### src/rtl/reg_file_pkg.sv
// ============================================================================
// reg_file_pkg
// Shared defaults and types for the scoreboarded register file.
// Revision: 1.0
// ============================================================================
`default_nettype none

package reg_file_pkg;

  localparam int c_DATA_W = 32;
  localparam int c_ADDR_W = 5;

  typedef logic [c_ADDR_W-1:0] addr_t;
  typedef logic [c_DATA_W-1:0] data_t;

endpackage

`default_nettype wire

### src/rtl/reg_file_scoreboard.sv
// ============================================================================
// reg_file_scoreboard
// Busy-bit vector: per-register in-flight producer flags with set/clear.
// Revision: 1.0
// ============================================================================
`default_nettype none

module reg_file_scoreboard
  import reg_file_pkg::*;
#(
  parameter int ADDR_W   = c_ADDR_W,
  parameter bit ZERO_REG = 1'b1
) (
  input  logic                 clk,
  input  logic                 rst,
  input  logic                 wr,
  input  logic [ADDR_W-1:0]    wadd,
  input  logic                 set_busy,
  input  logic [ADDR_W-1:0]    sadd,
  output logic [2**ADDR_W-1:0] busy_vec
);

  localparam int c_DEPTH = 2**ADDR_W;

  logic [c_DEPTH-1:0] r_busy;
  logic [c_DEPTH-1:0] w_set;
  logic [c_DEPTH-1:0] w_clr;

  always_comb begin
    w_set = '0;
    w_clr = '0;
    if (set_busy) w_set[sadd] = 1'b1;
    if (wr)       w_clr[wadd] = 1'b1;
    if (ZERO_REG) begin
      w_set[0] = 1'b0;
      w_clr[0] = 1'b0;
    end
  end

  // Set is applied after clear so a same-address collision leaves the bit set.
  always_ff @(posedge clk) begin
    if (rst) begin
      r_busy <= '0;
    end else begin
      r_busy <= (r_busy & ~w_clr) | w_set;
    end
  end

  assign busy_vec = r_busy;

endmodule

`default_nettype wire

### src/rtl/reg_file_sb.sv
// ============================================================================
// reg_file_sb
// Two-read/one-write register file with busy scoreboard.
// Optional write-to-read forwarding enabled by macro REG_FILE_BYPASS_EN.
// Revision: 1.0
// ============================================================================
`default_nettype none

module reg_file_sb
  import reg_file_pkg::*;
#(
  parameter int DATA_W   = c_DATA_W,
  parameter int ADDR_W   = c_ADDR_W,
  parameter bit ZERO_REG = 1'b1
) (
  input  logic              clk,
  input  logic              rst,
  input  logic [ADDR_W-1:0] radd1,
  input  logic [ADDR_W-1:0] radd2,
  output logic [DATA_W-1:0] dataout1,
  output logic [DATA_W-1:0] dataout2,
  output logic              busy1,
  output logic              busy2,
  input  logic              wr,
  input  logic [ADDR_W-1:0] wadd,
  input  logic [DATA_W-1:0] datain,
  input  logic              set_busy,
  input  logic [ADDR_W-1:0] sadd
);

  localparam int c_DEPTH = 2**ADDR_W;

  logic [DATA_W-1:0]  r_mem [c_DEPTH];
  logic [c_DEPTH-1:0] w_busy_vec;
  logic               w_wr_ok;
  logic [DATA_W-1:0]  w_data1;
  logic [DATA_W-1:0]  w_data2;
  logic               w_busy1;
  logic               w_busy2;

  // A write to a hardwired zero register is dropped entirely.
  assign w_wr_ok = wr && !(ZERO_REG && (wadd == '0));

  reg_file_scoreboard #(
    .ADDR_W   (ADDR_W),
    .ZERO_REG (ZERO_REG)
  ) u_scoreboard (
    .clk      (clk),
    .rst      (rst),
    .wr       (wr),
    .wadd     (wadd),
    .set_busy (set_busy),
    .sadd     (sadd),
    .busy_vec (w_busy_vec)
  );

  always_ff @(posedge clk) begin
    if (rst) begin
      for (int i = 0; i < c_DEPTH; i++) begin
        r_mem[i] <= '0;
      end
    end else if (w_wr_ok) begin
      r_mem[wadd] <= datain;
    end
  end

  always_comb begin
    w_data1 = r_mem[radd1];
    w_busy1 = w_busy_vec[radd1];
    w_data2 = r_mem[radd2];
    w_busy2 = w_busy_vec[radd2];
    if (ZERO_REG && (radd1 == '0)) begin
      w_data1 = '0;
      w_busy1 = 1'b0;
    end
    if (ZERO_REG && (radd2 == '0)) begin
      w_data2 = '0;
      w_busy2 = 1'b0;
    end
`ifdef REG_FILE_BYPASS_EN
    // Forward the in-flight write; busy reflects a same-cycle set on that address.
    if (w_wr_ok && (wadd == radd1)) begin
      w_data1 = datain;
      w_busy1 = set_busy && (sadd == radd1);
    end
    if (w_wr_ok && (wadd == radd2)) begin
      w_data2 = datain;
      w_busy2 = set_busy && (sadd == radd2);
    end
`endif
  end

  assign dataout1 = w_data1;
  assign dataout2 = w_data2;
  assign busy1    = w_busy1;
  assign busy2    = w_busy2;

endmodule

`default_nettype wire
### config.mk
export PLATFORM = sky130hd
export DESIGN_NAME = reg_file_sb
export DESIGN_NICKNAME = d
export VERILOG_FILES = /design/src/rtl/reg_file_pkg.sv /design/src/rtl/reg_file_scoreboard.sv /design/src/rtl/reg_file_sb.sv
export SDC_FILE = /design/constraint.sdc
export NUM_CORES = 2
export LEC_CHECK = 0
export CORE_MARGIN = 2
export CORE_UTILIZATION = 35
export DETAILED_ROUTE_END_ITERATION = 16
export GPL_TIMING_DRIVEN = 0
export HOLD_SLACK_MARGIN = 0.05
export PLACE_DENSITY = 0.53
export SLEW_MARGIN = 30
export SYNTH_ARGS = -nofsm -noshare
export SYNTH_HDL_FRONTEND = slang
export SYNTH_HIERARCHICAL = 1
export SYNTH_SLANG_ARGS = --single-unit
### constraint.sdc
create_clock -name clk -period 3.2 [get_ports clk]
set_input_delay 0.32 -clock clk [delete_from_list [all_inputs] [get_ports clk]]
set_output_delay 0.32 -clock clk [all_outputs]
set_load 0.03 [all_outputs]
## Word-level counts from Yosys, hierarchy flattened

Memories as Yosys holds them, arrays and structs flattened.
Cells that the tools add are included.

| word-level totals | value |
|---|---|
| flip-flop bits (word level) | 32 |
| memory bits (writable) | 1024 |
| output and inout bits | 66 |
| word-level logic and storage cells | 41 |
| memories kept | 1 |

Memories:

| memory | depth | bits a word | rd ports | clocked after Yosys merged registers in | wr ports | RTL line | RTL |
|---|---|---|---|---|---|---|---|
| r_mem | 32 | 32 | 2 | 0 | 32 | reg_file_sb.sv:33 | `logic [DATA_W-1:0] r_mem [c_DEPTH];` |

| cells by class | value |
|---|---|
| order comparisons | 6 |
| mux-type cells | 22 |
| bitwise gates (word level) | 3 |
| reductions and logical operators | 8 |

Operator list:

| kind | count |
|---|---|
| 32-bit 2-to-1 mux | 5 |
| 32-bit AND | 1 |
| 32-bit inverter | 1 |
| 32-bit bitwise OR | 1 |
| 32-bit OR reduction | 1 |
| 5-bit by 6-bit < comparator with 1-bit output (second input constant) | 4 |
| 5-bit logical NOT | 3 |
| 1-bit 2-to-1 mux | 12 |
| 1-bit binary-select mux with 5-bit select | 2 |
| 1-bit demux with 5-bit select | 2 |
| 5-bit by 1-bit greater-or-equal comparator with 1-bit output (second input constant) | 2 |
| 5-bit 2-to-1 mux | 1 |
| 1-bit logical AND | 3 |
| 1-bit logical NOT | 1 |

## Logic depth before layout (Yosys ltp)

| logic depth | value |
|---|---|
| depth in word-level cells | 8 |
| depth in mapped cells | 9 |
| mapped depth without buffers | 4 |

## Modules after synthesis

The synthesis kept the hierarchy.

Modules (own cells, without submodules):

| module | instances | cells an instance | area each (µm²) | seq. area each (µm²) |
|---|---|---|---|---|
| reg_file_sb | 1 | 3690 | 54997.7 | 30749.5 |
| reg_file_scoreboard | 1 | 155 | 1357.6 | 620.6 |

## Worst setup path before layout

OpenSTA, ideal clock, no wires.

| timing path | value |
|---|---|
| kind | input -> output |
| from | input port radd1[0] |
| to | output port dataout1[31] |
| data arrival time | 2.863 ns |
| slack | 0.017 ns |
| stages | 8 |
| path through | buf_2 -> buf_6 -> buf_6 -> buf_6 -> mux2i_1 -> o221ai_1 -> a221oi_1 -> a2111oi_0 |

| between the ends | value |
|---|---|
| word-level cells in the longest chain between the ends | 2 |

Ends and longest elaborated chain:

| element | RTL line | RTL |
|---|---|---|
| from (decl) | reg_file_sb.sv:18 | `input logic [ADDR_W-1:0] radd1,` |
| memory read 32 x 32 bit / 5-bit logical NOT (equally long branches) | n/a |  |
| 32-bit 2-to-1 mux (*) | reg_file_sb.sv:72 | `if (ZERO_REG && (radd1 == '0)) begin` |
| to (decl) | reg_file_sb.sv:20 | `output logic [DATA_W-1:0] dataout1,` |

Every way passes the cells marked *; elsewhere a longest branch is shown, timed or not.

==> run_summary.xml <==
<?xml version="1.0" encoding="UTF-8"?>
<metrics>
  <group name="yosys">
    <metric name="synth.lib_cells_used.distinct" unit="">49</metric>
    <metric name="post-synth-top-area-cell" unit="">sky130_fd_sc_hd__edfxtp_1</metric>
    <metric name="synth_enable_flop_cells" unit="">1024</metric>
    <metric name="count_of_state_elements_after_synthesis" unit="">1055</metric>
    <metric name="syn-mean-instance-area" unit="µm²">14.66</metric>
    <metric name="synth.top_cells.by_area" unit="">sky130_fd_sc_hd__edfxtp_1 55%, sky130_fd_sc_hd__mux4_2 17%, sky130_fd_sc_hd__and2_1 11%, sky130_fd_sc_hd__mux2i_1 4.6%, sky130_fd_sc_hd__clkbuf_1 1.9%</metric>
    <metric name="async_reset_ff_frac" unit="">0</metric>
    <metric name="seq_area_frac_synth" unit="">0.5566</metric>
    <metric name="synth_top_flop_cell" unit="">sky130_fd_sc_hd__edfxtp_1</metric>
    <metric name="yosys_warnings" unit="">6</metric>
    <metric name="yosysTopAreaCellShare" unit="">0.5456</metric>
    <metric name="mappedNetlistArea" unit="µm²">56360</metric>
    <metric name="synth_cells" unit="">3845</metric>
  </group>
  <group name="floorplan">
    <metric name="core_area" unit="µm²">160200</metric>
    <metric name="ioPinCount" unit="">122</metric>
    <metric name="rows" unit="">147</metric>
    <metric name="fp.dieH" unit="µm">405.3</metric>
    <metric name="overall_die_area" unit="µm²">164200</metric>
    <metric name="fp.dieW" unit="µm">405.3</metric>
    <metric name="floorplan.initialDensity" unit="">0.3518</metric>
  </group>
  <group name="timing">
    <metric name="rsz_0062_raised_after_global_routing" unit="">true</metric>
    <metric name="final_hold_viol_count" unit="">0</metric>
    <metric name="timing.setup.tns" unit="ps">-9496</metric>
    <metric name="max_freq" unit="MHz">294.4</metric>
    <metric name="slew_headroom" unit="">0.2742</metric>
    <metric name="timing_max_transition_violations_final" unit="">0</metric>
    <metric name="actual_transition_at_the_worst_max_transition_pin" unit="ps">1089</metric>
    <metric name="setup-violations-final" unit="">135</metric>
    <metric name="period_needed" unit="ps">3397</metric>
    <metric name="worst_slack" unit="ps">-197.3</metric>
    <metric name="layout_worst_path_cycle_share" unit="">1.062</metric>
    <metric name="fin_worst_skew" unit="ps">0</metric>
  </group>
  <group name="flow_run">
    <metric name="cap_violations" unit="">0</metric>
  </group>
  <group name="global_route">
    <metric name="grt_pass1_vias" unit="">38470</metric>
    <metric name="global_route_wire_length_before_repair" unit="mm">330.8</metric>
    <metric name="globalRouteTotalUtil" unit="">0.2990</metric>
    <metric name="initial_antenna_violation_count" unit="">13</metric>
    <metric name="maximum_number_of_pins_on_one_net_before_global_route_repair" unit="">33</metric>
    <metric name="grt_overflow_total" unit="">0</metric>
  </group>
  <group name="setup_path">
    <metric name="setup.worst_path.end_class" unit="">register</metric>
    <metric name="worst_ep_arrival_time" unit="ps">3800</metric>
    <metric name="critPathBufInv" unit="">1</metric>
    <metric name="worstSetupPathType" unit="">input port to register</metric>
    <metric name="timing.critical_path.required" unit="ps">3600</metric>
    <metric name="critical_path_cell_by_cell" unit="">clkdlybuf4s50_1, nand4b_1, nor2_1, or2_4</metric>
    <metric name="critical-path-top-delay-family" unit="">simple AND/OR/NAND/NOR gates</metric>
    <metric name="startpoint_type" unit="">input port</metric>
    <metric name="critPathSlowestCell" unit="">sky130_fd_sc_hd__nor2_1</metric>
    <metric name="critical_path_peak_fanout" unit="">32</metric>
    <metric name="cpPeakStageDelay" unit="ps">990</metric>
    <metric name="reg2reg_depth" unit="">3</metric>
    <metric name="cp.depth" unit="">4</metric>
  </group>
  <group name="outcome">
    <metric name="failed_checks" unit="">negative setup slack</metric>
    <metric name="run_status" unit="">complete, but fails checks</metric>
  </group>
  <group name="place">
    <metric name="detail_placement_hpwl" unit="mm">169.8</metric>
    <metric name="place_congestion" unit="">0.9586</metric>
    <metric name="port_buffers" unit="">115</metric>
  </group>
  <group name="routing">
    <metric name="route.vias.total" unit="">39180</metric>
    <metric name="routed_wl" unit="mm">248.0</metric>
    <metric name="drt_pass1_iterations" unit="">6</metric>
    <metric name="remaining_drc_errors" unit="">0</metric>
    <metric name="initialDrtViolationCount" unit="">5522</metric>
    <metric name="route.antenna.remaining_nets" unit="">0</metric>
    <metric name="route.detailed.wl_per_inst" unit="µm">38.72</metric>
    <metric name="routed_via_density" unit="">6.116</metric>
  </group>
  <group name="pwr">
    <metric name="total_power" unit="mW">35.86</metric>
    <metric name="power_density" unit="nW/µm²">536.5</metric>
    <metric name="ir_drop" unit="V">0.0004638</metric>
    <metric name="p_leak" unit="nW">22.97</metric>
  </group>
  <group name="clock_tree">
    <metric name="post_cts_hold_fix_bufs" unit="">0</metric>
    <metric name="clock_path_buffers" unit="">3</metric>
    <metric name="clk_root_buffer_cell" unit="">sky130_fd_sc_hd__clkbuf_16</metric>
    <metric name="tritoncts" unit="">done</metric>
    <metric name="insertion_delay" unit="ps">750</metric>
    <metric name="cts_buffers" unit="">118</metric>
    <metric name="cts_max_level" unit="">3</metric>
    <metric name="path_clk_slew" unit="ps">60</metric>
    <metric name="cts_num_sinks" unit="">1055</metric>
  </group>
  <group name="final_layout">
    <metric name="layout.cells.most_common_list" unit="">1,024 x sky130_fd_sc_hd__edfxtp_1, 1,008 x sky130_fd_sc_hd__and2_1, 421 x sky130_fd_sc_hd__mux4_2</metric>
    <metric name="num-nets-final" unit="">4194</metric>
    <metric name="layout_commonest_cell" unit="">sky130_fd_sc_hd__edfxtp_1</metric>
    <metric name="drive_above_1_share" unit="">0.2653</metric>
    <metric name="fillCellCount" unit="">14690</metric>
    <metric name="syn2layout_area_growth" unit="%">18.59</metric>
  </group>
  <group name="min_path">
    <metric name="timing.hold.worst.class" unit="">input port to register</metric>
    <metric name="hold_depth" unit="">2</metric>
  </group>
</metrics>
## path summary, 6_finish.rpt
check,startpoint,slack [ps],end
worst min-delay path,datain[21],430,r_mem[5][21]
worst max-delay path,rst,-200,r_mem[23][18]
worst max register to register,u_scoreboard/busy_vec[29],2400,u_scoreboard/busy_vec[29]
worst min register to register,u_scoreboard/busy_vec[7],620,u_scoreboard/busy_vec[7]
## state kept, by name, indices dropped and copies added (netlist names)
| register | count |
|---|---|
| r_mem | 1024 |
| u_scoreboard/busy_vec | 31 |
## metrics by stage
step                  util  hold WS [ps]  cells  instance area [µm²]  worst slack [ps]
global placement    0.3766         596.5   6151                60330             -3762
global route        0.4171         424.6   6398                66810            -7.534
CTS                 0.4159         392.5   6397                66630            -97.82
detailed placement  0.3795         598.7   6169                60790             -3012
finish              0.4172         433.3   6405                66830            -197.3
floorplan                -         510.1   3876                56470             17.46
## per-layer routing
metal | global-route usage | share of wire | vias up
met5 | 0.005055 | 0.00054 | -
met4 | 0.1654 | 0.065 | 8
met3 | 0.08586 | 0.11 | 596
met2 | 0.4409 | 0.43 | 2703
met1 | 0.3954 | 0.39 | 20470
li1 | - | - | 15400
## repair_timing
item | CTS | global route
resized for setup | 686 | 97
buffers inserted | 14 | 0
setup endpoints to repair | 66 | 77
pin swaps | 29 | 12
## worst register-to-register path: stages, from the launching register on
cell	delay [ps]
sky130_fd_sc_hd__dfxtp_1	350
sky130_fd_sc_hd__and2b_1	170
sky130_fd_sc_hd__o21ai_0	60
sky130_fd_sc_hd__o21ai_0	110
## power breakdown
part           internal [mW]  switching [mW]
Clock                   8.08            6.07
Sequential              15.9           0.409
Combinational           1.99            3.40
## logic make-up (layout without fill, tap and decap cells)
logic type,Yosys count,in the layout,share of synthesized area
buffers and inverters,408,769,0.03275
AO/OA/AOI/OAI,391,391,0.04920
AND/OR/NAND/NOR,1272,1272,0.1396
other,2,41,0.0001333
multiplexers,717,717,0.2216
flip-flops,1055,1055,0.5566
## cell type report
cell class                 instances  area, µm²  area share
timing repair buffer             147       1343     0.02009
sequential                      1055      31370      0.4694
antenna                            8      20.02   0.0002996
clock buffer                     137       3045     0.04557
tap                             2160       2703     0.04044
clock inverter                    82      857.1     0.01282
buffer                           401       2570     0.03846
inverter                           2      12.51   0.0001872
multi-input combinational       2413      24910      0.3727
## synth_stat cells, drive strengths merged, types with 4 or more instances
| library cell | n |
|---|---|
| edfxtp | 1024 |
| and2 | 1009 |
| mux4 | 421 |
| clkbuf | 288 |
| mux2i | 259 |
| buf | 118 |
| o22ai | 71 |
| a22oi | 67 |
| o21ai | 66 |
| a2111oi | 54 |
| a22o | 53 |
| nor3 | 53 |
| nor2b | 50 |
| nor2 | 38 |
| mux2 | 37 |
| or2 | 32 |
| dfxtp | 31 |
| a21oi | 29 |
| and2b | 18 |
| a211oi | 16 |
| o32ai | 15 |
| nand2 | 13 |
| nand3b | 13 |
| or3b | 10 |
| nand3 | 8 |
| nor4 | 8 |
| a31oi | 7 |
| a221oi | 5 |
| or3 | 5 |
| o221ai | 4 |
(Power assumes the default switching activity.)
